--- src/rtl/click_dec_pkg.sv ---
// click_dec_pkg: shared state encoding and default sizing for the click decoder.
package click_dec_pkg;

    // Decoder states; HOLDOFF is only reachable when CLICK_DEC_HOLDOFF_EN is defined.
    typedef enum logic [1:0] {
        IDLE    = 2'd0,
        COLLECT = 2'd1,
        EMIT    = 2'd2,
        HOLDOFF = 2'd3
    } state_e;

    // Defaults sized for a 100 MHz clock: 300 ms gesture gap, 50 ms post-event ignore.
    localparam int DEF_GAP_CYCLES     = 30_000_000;
    localparam int DEF_TIMER_W        = 25;
    localparam int DEF_MAX_CLICKS     = 3;
    localparam int DEF_CNT_W          = 2;
    localparam int DEF_HOLDOFF_CYCLES = 5_000_000;

endpackage

--- src/rtl/gap_timer.sv ---
// gap_timer: loadable down-counter that stops at zero. Serves both the inter-pulse
// gap window and the post-event holdoff window of click_decoder.
module gap_timer #(
    parameter int TIMER_W = click_dec_pkg::DEF_TIMER_W
) (
    input  logic               clk,
    input  logic               rst_n,
    input  logic               load_i,
    input  logic [TIMER_W-1:0] load_val_i,
    input  logic               dec_i,
    output logic               zero_o
);

    logic [TIMER_W-1:0] cnt_q;

    // Load has priority over decrement; the counter saturates at zero.
    always_ff @(posedge clk or negedge rst_n) begin
        if (!rst_n) begin
            cnt_q <= '0;
        end else if (load_i) begin
            cnt_q <= load_val_i;
        end else if (dec_i && (cnt_q != '0)) begin
            cnt_q <= cnt_q - 1'b1;
        end
    end

    assign zero_o = (cnt_q == '0);

endmodule

--- src/rtl/click_decoder.sv ---
// click_decoder: groups debounced press pulses into click gestures and emits one
// registered event per gesture (count plus single/double strobes).
// Optional feature: define CLICK_DEC_HOLDOFF_EN to add a post-event window during
// which new pulses are ignored.
module click_decoder
    import click_dec_pkg::*;
#(
    parameter int GAP_CYCLES     = DEF_GAP_CYCLES,
    parameter int TIMER_W        = DEF_TIMER_W,
    parameter int MAX_CLICKS     = DEF_MAX_CLICKS,
    parameter int CNT_W          = DEF_CNT_W,
    parameter int HOLDOFF_CYCLES = DEF_HOLDOFF_CYCLES
) (
    input  logic             clk,
    input  logic             rst_n,
    input  logic             in_pulse,
    output logic             evt_valid,
    output logic [CNT_W-1:0] evt_count,
    output logic             evt_single,
    output logic             evt_double,
    output logic             busy
);

    localparam logic [TIMER_W-1:0] GAP_LOAD  = TIMER_W'(GAP_CYCLES - 1);
    localparam logic [CNT_W-1:0]   MAX_CNT   = CNT_W'(MAX_CLICKS);
    localparam logic [CNT_W-1:0]   ONE_CNT   = CNT_W'(1);
    localparam logic [CNT_W-1:0]   TWO_CNT   = CNT_W'(2);
`ifdef CLICK_DEC_HOLDOFF_EN
    localparam logic [TIMER_W-1:0] HOLD_LOAD = TIMER_W'(HOLDOFF_CYCLES - 1);
`endif

    // Reject configurations the timer/count widths or gesture rules cannot support.
    if (GAP_CYCLES < 2 || HOLDOFF_CYCLES < 1 || MAX_CLICKS < 2 ||
        MAX_CLICKS >= (1 << CNT_W)) begin : g_bad_cfg
        $error("click_decoder: unsupported parameter set");
    end

    state_e             state_q;
    logic [CNT_W-1:0]   count_q;
    logic [CNT_W-1:0]   count_inc;
    logic               evt_valid_q;
    logic [CNT_W-1:0]   evt_count_q;
    logic               evt_single_q;
    logic               evt_double_q;

    logic               t_load;
    logic [TIMER_W-1:0] t_load_val;
    logic               t_dec;
    logic               t_zero;

    assign count_inc = count_q + 1'b1;

    gap_timer #(.TIMER_W(TIMER_W)) u_timer (
        .clk        (clk),
        .rst_n      (rst_n),
        .load_i     (t_load),
        .load_val_i (t_load_val),
        .dec_i      (t_dec),
        .zero_o     (t_zero)
    );

    // Timer control: every accepted pulse restarts the gap window; leaving EMIT
    // arms the holdoff window when that feature is built in.
    always_comb begin
        t_load     = 1'b0;
        t_load_val = GAP_LOAD;
        t_dec      = 1'b0;
        unique case (state_q)
            IDLE:    t_load = in_pulse;
            COLLECT: begin
                t_load = in_pulse;
                t_dec  = ~in_pulse;
            end
            EMIT: begin
`ifdef CLICK_DEC_HOLDOFF_EN
                t_load     = 1'b1;
                t_load_val = HOLD_LOAD;
`else
                t_load     = in_pulse;
`endif
            end
            HOLDOFF: t_dec = 1'b1;
            default: ;
        endcase
    end

    // Gesture FSM with registered event outputs; the event registers are loaded on
    // the same edge that enters EMIT, so they are high exactly while in EMIT.
    always_ff @(posedge clk or negedge rst_n) begin
        if (!rst_n) begin
            state_q      <= IDLE;
            count_q      <= '0;
            evt_valid_q  <= 1'b0;
            evt_count_q  <= '0;
            evt_single_q <= 1'b0;
            evt_double_q <= 1'b0;
        end else begin
            evt_valid_q  <= 1'b0;
            evt_count_q  <= '0;
            evt_single_q <= 1'b0;
            evt_double_q <= 1'b0;
            case (state_q)
                IDLE: begin
                    if (in_pulse) begin
                        count_q <= ONE_CNT;
                        state_q <= COLLECT;
                    end
                end
                COLLECT: begin
                    // A pulse on the expiry cycle still belongs to this gesture.
                    if (in_pulse) begin
                        count_q <= count_inc;
                        if (count_inc == MAX_CNT) begin
                            state_q      <= EMIT;
                            evt_valid_q  <= 1'b1;
                            evt_count_q  <= count_inc;
                            evt_single_q <= (count_inc == ONE_CNT);
                            evt_double_q <= (count_inc == TWO_CNT);
                        end
                    end else if (t_zero) begin
                        state_q      <= EMIT;
                        evt_valid_q  <= 1'b1;
                        evt_count_q  <= count_q;
                        evt_single_q <= (count_q == ONE_CNT);
                        evt_double_q <= (count_q == TWO_CNT);
                    end
                end
                EMIT: begin
`ifdef CLICK_DEC_HOLDOFF_EN
                    count_q <= '0;
                    state_q <= HOLDOFF;
`else
                    // A pulse coinciding with the event opens the next gesture.
                    if (in_pulse) begin
                        count_q <= ONE_CNT;
                        state_q <= COLLECT;
                    end else begin
                        count_q <= '0;
                        state_q <= IDLE;
                    end
`endif
                end
`ifdef CLICK_DEC_HOLDOFF_EN
                HOLDOFF: begin
                    if (t_zero) state_q <= IDLE;
                end
`endif
                default: begin
                    count_q <= '0;
                    state_q <= IDLE;
                end
            endcase
        end
    end

    assign evt_valid  = evt_valid_q;
    assign evt_count  = evt_count_q;
    assign evt_single = evt_single_q;
    assign evt_double = evt_double_q;
    assign busy       = (state_q != IDLE);

endmodule
--- config.mk ---
export PLATFORM = sky130hd
export DESIGN_NAME = click_decoder
export DESIGN_NICKNAME = d
export VERILOG_FILES = /design/src/rtl/click_dec_pkg.sv /design/src/rtl/gap_timer.sv /design/src/rtl/click_decoder.sv
export SDC_FILE = /design/constraint.sdc
export NUM_CORES = 1
export LEC_CHECK = 0
export BUFFER_PORTS_ARGS = -buffer_cell sky130_fd_sc_hd__buf_2
export CAP_MARGIN = 20
export CORE_ASPECT_RATIO = 1.2
export CORE_UTILIZATION = 35
export CTS_BUF_LIST = sky130_fd_sc_hd__clkbuf_8
export DETAILED_ROUTE_END_ITERATION = 8
export PLACE_DENSITY = 0.55
export SETUP_SLACK_MARGIN = 0.5
export SYNTH_ARGS = -nofsm -noshare
export SYNTH_HDL_FRONTEND = slang
export SYNTH_HIERARCHICAL = 1
export SYNTH_SLANG_ARGS = --single-unit
export TNS_END_PERCENT = 100
--- constraint.sdc ---
create_clock -name clk -period 1.9 [get_ports clk]
set_input_delay 0.38 -clock clk [delete_from_list [all_inputs] [get_ports clk]]
set_output_delay 0.38 -clock clk [all_outputs]
set_load 0.02 [all_outputs]
==> impl_metrics.json, run 1 <==
{
  "power_leakage_nw": 1.22,
  "synth-edff-count": 0,
  "num_antenna_cells": 0,
  "timing.fmax_ghz": 0.528,
  "dp_cells": 320,
  "pre_cts_slack_ps": -62.4,
  "drt-initial-drc-count": 74,
  "yosys.cell_types.count": 48,
  "cap_violations": 0,
  "ys_seq_elements": 34,
  "initial_utilization": 0.371,
  "rsz0062_at_grt": "yes",
  "ys_seq_area_frac": 0.425,
  "crit_arrival_ps": 2060,
  "crit_family": "buffers and inverters",
  "hp-class": "in -> async",
  "swShare": 0.333,
  "layout.nets": 281,
  "regArea_um2": 852,
  "dr.pass1.iters": 6,
  "via_per_inst": 4.99,
  "power_density_nw_per_um2": 802,
  "synth-simple-area-share": 0.224,
  "core_um2": 5410,
  "clockBufferDepth": 2,
  "grt-ovfl-total": 0,
  "irDropWorstVdd_mv": 0.337,
  "power_frac_comb": 0.334,
  "grt_pass1_vias": 1698,
  "worst-path-max-fanout": 4,
  "avgSynthCellArea_um2": 9.82,
  "start_kind": "flip-flop",
  "path_cells": "buf_6 > nor4_4 > buf_4 > nand4_4 > buf_4 > o211ai_1 > xnor2_1 > mux2_2",
  "setup_ws_ps": 7.83,
  "synthTopCellsByArea": "dfrtp_1, mux2_2, xnor2_1, xor2_1, ha_1",
  "p_clk_frac": 0.237,
  "synth_mux_area_frac": 0.0656,
  "die-height_um": 84.9,
  "io_buffers": 8,
  "outcome": "complete, no violations",
  "worst_pin_slew_ps": 696,
  "wire_per_inst_um": 14.5,
  "yosysWarnings": 6,
  "path_buf_inv": 3,
  "io-pin-count": 9,
  "clkTransAtPathRegs_ps": 70,
  "hold_buffers": 0,
  "switchingPower_uw": 750,
  "grt_usage": 0.175,
  "required_ps": 2070,
  "synth_ff_type": "dfrtp_1",
  "postRouteAntennaNets": 0,
  "cp_slowest_cell": "dfrtp_1",
  "hold_viol": 0,
  "setup_violations": 0,
  "p_int_mw": 1.50,
  "fillers": 508,
  "cts_tree": "yes",
  "ys_async_sr_fraction": 1.00,
  "syn_inst": 204,
  "multi_input_area_um2": 1400,
  "cpMostUsedCell": "buf_4",
  "row_count": 29,
  "clk_latency_ps": 290,
  "die_area_um2": 6030,
  "grt_max_degree": 31,
  "max_stage_delay_ps": 380,
  "cts_buffers": 5,
  "worstSetupPathType": "reg -> reg",
  "root_buffer": "clkbuf_8",
  "place_congestion": 0.741,
  "h-tree-depth": 2,
  "antenna_found_initial": 0,
  "fin_skew_ps": 8.58,
  "grt_pass1_wl_um": 8030,
  "relSlewSlack": 0.536,
  "postPlaceCellArea_um2": 2540,
  "clock-sinks": 34,
  "synthXorXnorAreaFrac": 0.0831,
  "worstSetupEndpointType": "flip-flop",
  "finalMaxSlewViolations": 0,
  "vias": 1671,
  "holdWs_ps": 139,
  "synth_top_family_by_area": "simple AND/OR/NAND/NOR gates",
  "mostFrequentLayoutCells": "buf_4, dfrtp_1, conb_1",
  "wirelength_um": 4850,
  "synth_fa_ha_area_frac": 0.0312,
  "final_common_cell": "buf_4",
  "min_period_ps": 1890,
  "area_delta_synth_final_pct": 40.2,
  "dp_hpwl_um": 3340,
  "fin_crit_sh": 0.996,
  "stdcell_count": 335,
  "syn_area_um2": 2000,
  "synth_top_area_share": 0.425,
  "die_w_um": 71.1,
  "final_area_um2": 2810,
  "p_seq_frac": 0.429,
  "post-synth-top-area-cell": "dfrtp_1",
  "drc_errors": 0,
  "synth_compound_area_frac": 0.131,
  "final_layout_size_suffix_gt1_frac": 0.381
}
-- cell usage after synthesis, types with 2 or more instances --
| master | instances |
|---|---|
| a21oi_1 | 5 |
| o21ai_0 | 5 |
| nand3_1 | 3 |
| o21ai_1 | 11 |
| nor2_1 | 13 |
| a31oi_1 | 2 |
| o31ai_1 | 3 |
| or2_2 | 2 |
| a21boi_0 | 2 |
| dfrtp_1 | 34 |
| nor4_2 | 3 |
| mux2i_1 | 3 |
| and2_1 | 2 |
| nor4_1 | 2 |
| buf_2 | 4 |
| inv_1 | 7 |
| nand2_1 | 15 |
| or3_1 | 2 |
| conb_1 | 2 |
| o211ai_1 | 6 |
| nor3_1 | 8 |
| xor2_1 | 8 |
| clkbuf_1 | 4 |
| or4_1 | 3 |
| nand4_1 | 8 |
| mux2_2 | 9 |
| xnor2_1 | 11 |
| and4_1 | 3 |
| ha_1 | 5 |
-- metal layers --
metal	part of all wire	track usage	vias to the layer above
met5	0	0	-
met4	0.020	0.0782	0
met3	0.031	0.0451	13
met2	0.54	0.311	33
met1	0.41	0.196	772
li1	-	-	853
-- cell type report --
cell class              count  area share
inverters                   7     0.00936
flip-flops and latches     34       0.303
clock buffers               6      0.0294
repair buffers             48       0.130
well taps                  62      0.0276
clock inverters             1     0.00134
multi-input cells         177       0.499
-- stage by stage --
step                total power, mW   util  TNS (ps)
floorplan                      1.39      -         0
global placement               1.61  0.469     -40.6
detailed placement             1.62  0.469      -145
CTS                            2.24  0.512         0
global route                   2.41  0.519      -587
finish                         2.25  0.519         0
-- timing repair --
action / in CTS / in global routing
endpoints found under the setup margin: 33 / 33
gates resized for setup: 22 / 9
buffers inserted: 8 / 0
pin swaps: 16 / 4
-- cells by family after synthesis --
group,Yosys count
compound gates,41
xor+xnor,19
fa+ha+maj,5
buf+inv,16
flops,34
mux,12
other cells,2
simple gates,75
-- state kept, by name (all words and copies together), names as in the netlist --
name and count:
evt_valid 1, evt_double 1, state_q 2, u_timer/cnt_q 25, evt_single 1, count_q 2
evt_count 2
-- power groups by stage --
| stage | Sequential, mW | Combinational [mW] | Clock (mW) |
|---|---|---|---|
| global placement | 0.959 | 0.649 | 0 |
| detailed placement | 0.962 | 0.656 | 0 |
| global route | 0.982 | 0.826 | 0.597 |
| finish | 0.967 | 0.752 | 0.534 |
| CTS | 0.958 | 0.734 | 0.552 |
| floorplan | 0.974 | 0.414 | 0 |
-- worst paths after layout --
path | from | to | slack [ps] | cells past startpoint
worst max-delay path | u_timer/cnt_q[17] | u_timer/cnt_q[3] | 8 | 8
worst min-delay path | rst_n | u_timer/cnt_q[10] | 140 | 1
worst max register to register | u_timer/cnt_q[17] | u_timer/cnt_q[3] | 8 | 8
worst min register to register | count_q[0] | count_q[0] | 590 | 1
max in group asynchronous | rst_n | u_timer/cnt_q[3] | 1200 | 2
min in group clk | in_pulse | count_q[1] | 580 | 4
(Power assumes the default switching activity.)
==> run 2, diff against run 1 <==
==> constraint.sdc (replaced) <==
create_clock -name clk -period 1.9 [get_ports clk]
set_input_delay 0.38 -clock clk [delete_from_list [all_inputs] [get_ports clk]]
set_output_delay 0.38 -clock clk [all_outputs]
set_load 0.005 [all_outputs]
==> impl_metrics.json, run 2 (same netlist as run 1, synthesis figures left out) <==
{
  "outcome": "complete, no violations",
  "root_buffer": "clkbuf_8",
  "row_count": 29,
  "worst-path-max-fanout": 4,
  "final_layout_size_suffix_gt1_frac": 0.383,
  "initial_utilization": 0.371,
  "finalSetupTns_ps": 0,
  "irDropWorstVdd_mv": 0.336,
  "holdWs_ps": 136,
  "clockBufferDepth": 2,
  "drt-initial-drc-count": 68,
  "clock-sinks": 34,
  "rsz0062_at_grt": "yes",
  "mostFrequentLayoutCells": "buf_4, dfrtp_1, conb_1",
  "drc_errors": 0,
  "wire_per_inst_um": 14.5,
  "power.total_mw": 2.24,
  "cap_violations": 0,
  "setup_violations": 0,
  "finalMaxSlewViolations": 0,
  "fin_skew_ps": 8.67,
  "die-height_um": 84.9,
  "hold_viol": 0,
  "grt_usage": 0.175,
  "relSlewSlack": 0.539,
  "io_buffers": 8,
  "clkTransAtPathRegs_ps": 70,
  "cts_tree": "yes",
  "power_density_nw_per_um2": 795,
  "hp-class": "in -> async",
  "start_kind": "flip-flop",
  "vias": 1679,
  "largest_register_ffs": 25,
  "area_delta_synth_final_pct": 40.5,
  "place_congestion": 0.741,
  "final_common_cell": "buf_4",
  "layout.nets": 282,
  "setup_ws_ps": 7.70,
  "core_um2": 5410,
  "stdcell_count": 336,
  "worstSetupEndpointType": "flip-flop",
  "num_antenna_cells": 0,
  "io-pin-count": 9,
  "worst_pin_slew_ps": 691,
  "cts_buffers": 5,
  "fin_crit_sh": 0.996,
  "timing.fmax_ghz": 0.528,
  "antenna_found_initial": 0,
  "dp_cells": 320,
  "worstSetupPathType": "reg -> reg",
  "dp_hpwl_um": 3340,
  "via_per_inst": 5.00,
  "clk_latency_ps": 290,
  "grt_pass1_wl_um": 8040,
  "die_w_um": 71.1,
  "power_leakage_nw": 1.22,
  "die_area_um2": 6030,
  "required_ps": 2070,
  "dr.pass1.iters": 6,
  "crit_arrival_ps": 2060,
  "grt_pass1_vias": 1698,
  "pre_cts_slack_ps": -62.4,
  "grt_max_degree": 31,
  "top_register": "u_timer/cnt_q",
  "fillers": 505,
  "min_period_ps": 1890,
  "wirelength_um": 4880,
  "postRouteAntennaNets": 0,
  "h-tree-depth": 2,
  "grt-ovfl-total": 0
}
==> run 2: cell count changes in the layout (fill, tap and decap cells not counted) <==
cell / change
buf_4: +1
==> run 2: critical path, stage by stage, from the launching register on <==
cell and delay [ps]:
dfrtp_1 380, buf_6 130, nor4_4 280, buf_4 200, nand4_4 80, buf_4 170
o211ai_1 180, xnor2_1 90, mux2_2 260
==> run 2: final cells by class <==
class	count	area, µm²	area share
sequential	34	852	0.303
clock inverter	1	3.75	0.00133
clock buffer	6	82.6	0.0293
tap	62	77.6	0.0276
multi-input combinational	177	1400	0.497
timing repair buffer	49	373	0.132
inverter	7	26.3	0.00933
==> run 2: what timing repair did <==
action                                  in CTS  in global routing
cloned                                       0                  0
pin swaps                                   16                  4
endpoints found under the setup margin      33                 33
gates resized for setup                     21                  9
buffers inserted                             9                  0
hold buffers                                 0                  0
==> run 2: where the power goes <==
| part | switching (mW) | internal (mW) | total, mW |
|---|---|---|---|
| Clock | 0.250 | 0.282 | 0.532 |
| Sequential | 0.135 | 0.832 | 0.967 |
| Combinational | 0.348 | 0.391 | 0.739 |
| Total | 0.733 | 1.50 | 2.24 |
==> run 2: stage by stage <==
step           area (µm²)  utilization
2_1_floorplan        2240            -
3_3_place_gp         2540        0.469
3_5_place_dp         2540        0.469
4_1_cts              2780        0.514
5_1_grt              2820        0.521
6_report             2820        0.521
==> run 2: final timing paths <==
kind	from	endpoint	slack, ps	cells after the start
max in group asynchronous	rst_n	u_timer/cnt_q[3]	1210	2
min in group clk	count_q[1]	count_q[1]	590	2
min	rst_n	u_timer/cnt_q[10]	140	1
max reg2reg	u_timer/cnt_q[17]	u_timer/cnt_q[3]	8	8
max	u_timer/cnt_q[17]	u_timer/cnt_q[3]	8	8
min reg2reg	count_q[1]	count_q[1]	590	2
==> run 2: metal layers <==
layer / GRT usage / vias up / wire, µm
li1: - / 858 / -
met1: 0.199 / 775 / 2070
met2: 0.309 / 33 / 2570
met3: 0.0451 / 13 / 139
met4: 0.0782 / 0 / 99
met5: 0 / - / 0
